File: src/rtl/glyph_rom_arbiter.sv
// glyph_rom_arbiter: shares the registered-read glyph ROM between the display pipeline
// (absolute priority, never stalled) and a single-transaction CPU readback port.
module glyph_rom_arbiter #(
    parameter int ADDR_W    = 17,
    parameter int DATA_W    = 24,
    parameter int ROM_DEPTH = 2056,
    parameter int TIMEOUT   = 1024
) (
    input  logic              clk,
    input  logic              rst_n,
    input  logic              disp_req,
    input  logic [ADDR_W-1:0] disp_addr,
    output logic [DATA_W-1:0] disp_rdata,
    output logic              disp_rvalid,
    input  logic              cpu_req,
    input  logic [ADDR_W-1:0] cpu_addr,
    output logic              cpu_busy,
    output logic              cpu_done,
    output logic [DATA_W-1:0] cpu_rdata,
    output logic              cpu_err,
    output logic              cpu_timeout,
    output logic [ADDR_W-1:0] rom_addr,
    input  logic [DATA_W-1:0] rom_data
);
    localparam int CNT_W = (TIMEOUT > 0) ? $clog2(TIMEOUT + 1) : 1;
    localparam logic [CNT_W-1:0]  TMO_V   = CNT_W'(TIMEOUT);
    localparam logic [ADDR_W:0]   DEPTH_V = (ADDR_W + 1)'(ROM_DEPTH);

    typedef enum logic [1:0] {IDLE, WAIT, CAPT} state_t;

    state_t            state_q, state_d;
    logic [ADDR_W-1:0] caddr_q, caddr_d;
    logic [ADDR_W-1:0] rom_addr_q;
    logic [CNT_W-1:0]  cnt_q, cnt_d;
    logic [DATA_W-1:0] rdata_q, rdata_d;
    logic              err_q, err_d;
    logic              tmo_q, tmo_d;
    logic              dvld_q;
    logic              grant;
    logic              in_range;

    assign in_range = ({1'b0, cpu_addr} < DEPTH_V);

    always_comb begin
        state_d = state_q;
        caddr_d = caddr_q;
        cnt_d   = cnt_q;
        rdata_d = rdata_q;
        err_d   = 1'b0;
        tmo_d   = 1'b0;
        grant   = 1'b0;
        unique case (state_q)
            IDLE: begin
                // err_q marks the busy cycle of a rejected request
                if (cpu_req && !err_q) begin
                    caddr_d = cpu_addr;
                    cnt_d   = '0;
                    if (in_range) state_d = WAIT;
                    else          err_d   = 1'b1;
                end
            end
            WAIT: begin
                // A free slot always beats an expiring counter
                if (!disp_req) begin
                    grant   = 1'b1;
                    state_d = CAPT;
                end else begin
                    if (cnt_q != '1) cnt_d = cnt_q + 1'b1;
                    if ((TIMEOUT != 0) && (cnt_d == TMO_V)) begin
                        tmo_d   = 1'b1;
                        state_d = IDLE;
                    end
                end
            end
            CAPT: begin
                rdata_d = rom_data;
                state_d = IDLE;
            end
            default: state_d = IDLE;
        endcase
    end

    // Hold the last address when nobody drives the ROM to avoid toggling it
    assign rom_addr    = disp_req ? disp_addr : (grant ? caddr_q : rom_addr_q);
    assign disp_rdata  = rom_data;
    assign disp_rvalid = dvld_q;
    assign cpu_busy    = (state_q != IDLE) || err_q;
    assign cpu_done    = (state_q == CAPT) || err_q || tmo_q;
    assign cpu_err     = err_q;
    assign cpu_timeout = tmo_q;
    assign cpu_rdata   = rdata_q;

    always_ff @(posedge clk or negedge rst_n) begin
        if (!rst_n) begin
            state_q    <= IDLE;
            caddr_q    <= '0;
            rom_addr_q <= '0;
            cnt_q      <= '0;
            rdata_q    <= '0;
            err_q      <= 1'b0;
            tmo_q      <= 1'b0;
            dvld_q     <= 1'b0;
        end else begin
            state_q    <= state_d;
            caddr_q    <= caddr_d;
            rom_addr_q <= rom_addr;
            cnt_q      <= cnt_d;
            rdata_q    <= rdata_d;
            err_q      <= err_d;
            tmo_q      <= tmo_d;
            dvld_q     <= disp_req;
        end
    end
endmodule

File: config.mk
export PLATFORM = sky130hd
export DESIGN_NAME = glyph_rom_arbiter
export DESIGN_NICKNAME = d
export VERILOG_FILES = /design/src/rtl/glyph_rom_arbiter.sv
export SDC_FILE = /design/constraint.sdc
export NUM_CORES = 1
export LEC_CHECK = 0
export CAP_MARGIN = 15
export CORE_UTILIZATION = 47
export CTS_CLUSTER_DIAMETER = 50
export DETAILED_ROUTE_END_ITERATION = 6
export HOLD_SLACK_MARGIN = 0.06
export PLACE_DENSITY_LB_ADDON = 0.12
export SYNTH_ARGS = -nofsm -noshare
export SYNTH_HDL_FRONTEND = slang
export SYNTH_SLANG_ARGS = --single-unit
File: constraint.sdc
create_clock -name clk -period 2.67 [get_ports clk]
set_input_delay 0.534 -clock clk [delete_from_list [all_inputs] [get_ports clk]]
set_output_delay 0.534 -clock clk [all_outputs]
set_load 0.005 [all_outputs]
==> metrics.cfg <==
[routing]
first_pass_iters=6
drt_iter0_drc=105
ant_nets=0
wirelength_um=8000
viasPerCell=5.14
routedWlPerCell_um=14.8
vias=2772
drc_errors=0

[clock_network]
holdBufCountCts=0
path_clk_slew_ns=0.07
clock_sinks=74
clk_latency_ns=0.35
cts-root-buf=clkbuf_8
cts_max_path_buffers=2
ctsResizeCount=1
cts_buffers=9
cts_tree=yes
cts_htree_levels=3
post-cts-setup-buffers=0

[pwr]
p_int_mw=2.19
irDropWorstVdd_v=0.000285
switching_share=0.226
fin_total_pwr_mw=2.83
clock_power_share=0.359
switchingPower_mw=0.639
p_leak_nw=2.25
power.density_nw_per_um2=577
seqPwrFrac=0.458
p_comb_frac=0.183

[cells_and_area]
fin_util=0.706
nets=502
layout-drive-gt1-share=0.108
nFillCells=522
area_delta_synth_final_pct=42.5
insertedDiodeCount=0
final_common_cell=clkdlybuf4s50_1
design_area_um2=4900
layout_common_cells=clkdlybuf4s50_1 (129), nand2_1 (77), dfrtp_1 (74)

[sta]
setup_ws_ns=0.116
fin_setup_tns_ns=0
worst_slew_pin_slew_ns=0.928
final-hold-violation-count=0
rsz0062_at_grt=no
setup_viol=0
drv_slew=0
period_share=0.957
period_needed_ns=2.55
relSlewSlack=0.381
fmaxAchievable_ghz=0.391
clock_skew_ns=0.00503

[yosys]
avgSynthCellArea_um2=10.3
ys_warn_count=0
yosysSeqAreaShare=0.538
synthCells=334
yosys-top-cells-area=dfrtp_1 (54%), nand2_1 (8.4%), mux2_2 (7.9%)
synth_edf_count=0
ys_ff_latch=74
synth_top_cell_area_share=0.538
yosys.area.top_type=dfrtp_1
ys_async_sr_fraction=1.00
yosysUniqueCellTypes=41
syn_nets=397
syn-cell-area_um2=3440
synth_ff_type=dfrtp_1

[setup_path]
endpoint_kind=primary output
crit_fanout=18
max_stage_delay_ns=0.56
crit_buf_inv=2
worstPathRequired_ns=2.14
regToRegSetupSlack_ns=0.70
arrival_ns=2.02
r2r-end=state_q[0]
crit_start=state_q[1]
cpLargestDelayFamily=buffers and inverters
r2r-start=cnt_q[0]
crit_chain=nand2b_1 > buf_8 > mux2i_1 > o21ai_0 > clkdlybuf4s50_1
path_class=reg -> out
worst_r2r_path_depth=6
cp-start-kind=flip-flop
crit_slowest_cell=clkdlybuf4s50_1

[die]
die_area_um2=7670
dieHeight_um=87.6
initial_utilization=0.495
design.core.area_um2=6940
die_w_um=87.6
num_io_pins=132
rows=30

[grt]
grt_use_met3=0.0462
met2_usage=0.369
grt_pass1_vias=2650
grt_antenna_before_repair=0
grt_start_max_net_pins=75
grt_use_total=0.222
grt_pass1_wl_um=12800
grt.overflow.total=0
globalRouteMet1Util=0.288
top_usage_layer=met2

[job]
cap_violations=0

[placement]
pre_cts_ws_ns=0.130
portBuffers=131
hpwlAfterDp_um=5670
globalplace.congestion=0.832
placed_area_um2=4660

[hold_path]
hold_class=in -> async

[outcome]
status=finished, final reports clean

## layer usage
metal	vias to the layer above	part of all wire
met3	11	0.065
met4	0	0.013
li1	1333	-
met1	1320	0.44
met2	108	0.48
met5	-	0
## synth_stat cells, drive strengths merged, types with 2 or more instances
library cell / instances
mux2i: 18
xor2: 2
o22ai: 2
inv: 4
nor4: 3
a31oi: 4
and2: 3
clkbuf: 12
a21boi: 2
nand2: 77
o21ai: 23
nand3: 5
nand3b: 2
nand2b: 2
nor2: 12
nand4: 4
a211oi: 4
a311oi: 2
mux2: 24
dfrtp: 74
and3: 2
a21oi: 7
buf: 31
## area by class of cell
type	count	area, um^2	share of cell area
Clock inverter	5	104	0.0212
Inverter	4	15.0	0.00306
Timing Repair Buffer	137	1380	0.281
Clock buffer	10	128	0.0260
Multi-Input combinational cell	213	1310	0.267
Sequential cell	74	1850	0.378
Tap cell	96	120	0.0245
## power groups by stage
| stage | Clock, mW | Combinational (mW) | Sequential (mW) |
|---|---|---|---|
| floorplan | 0 | 0.177 | 1.32 |
| global placement | 0 | 0.513 | 1.31 |
| detailed placement | 0 | 0.520 | 1.32 |
| CTS | 1.04 | 0.523 | 1.30 |
| global route | 1.09 | 0.569 | 1.31 |
| finish | 1.02 | 0.518 | 1.30 |
## worst max path at each step
stage	endpoint	slack, ns	cells after the start
floorplan	rom_addr[10]	0.86	5
global placement	rom_addr[16]	0.18	5
detailed placement	rom_addr[5]	0.13	4
CTS	rom_addr[5]	0.04	5
global route	rom_addr[15]	0.004	5
finish	rom_addr[1]	0.12	5
## sequential cells by signal, indices dropped and copies added, names as in the netlist
name and count:
cpu_rdata 24, caddr_q 17, rom_addr_q 17, cnt_q 11
state_q 2, cpu_err 1, cpu_timeout 1, disp_rvalid 1
## per-stage QoR
| stage | hold slack, ns | instances |
|---|---|---|
| finish | 0.302 | 539 |
| global route | 0.404 | 539 |
| CTS | 0.359 | 539 |
| detailed placement | 0.463 | 524 |
| global placement | 0.458 | 524 |
| floorplan | 0.238 | 334 |
## kinds of logic (layout without fill, tap and decap cells)
group	Yosys count	after routing	share of synthesized area
xor+xnor	3	3	0.00764
flops	74	74	0.538
mux	42	42	0.131
simple gates	118	118	0.151
buf+inv	47	156	0.0822
compound gates	49	49	0.0865
fa+ha+maj	1	1	0.00364
No activity file was read; power rests on OpenSTA's default activity.
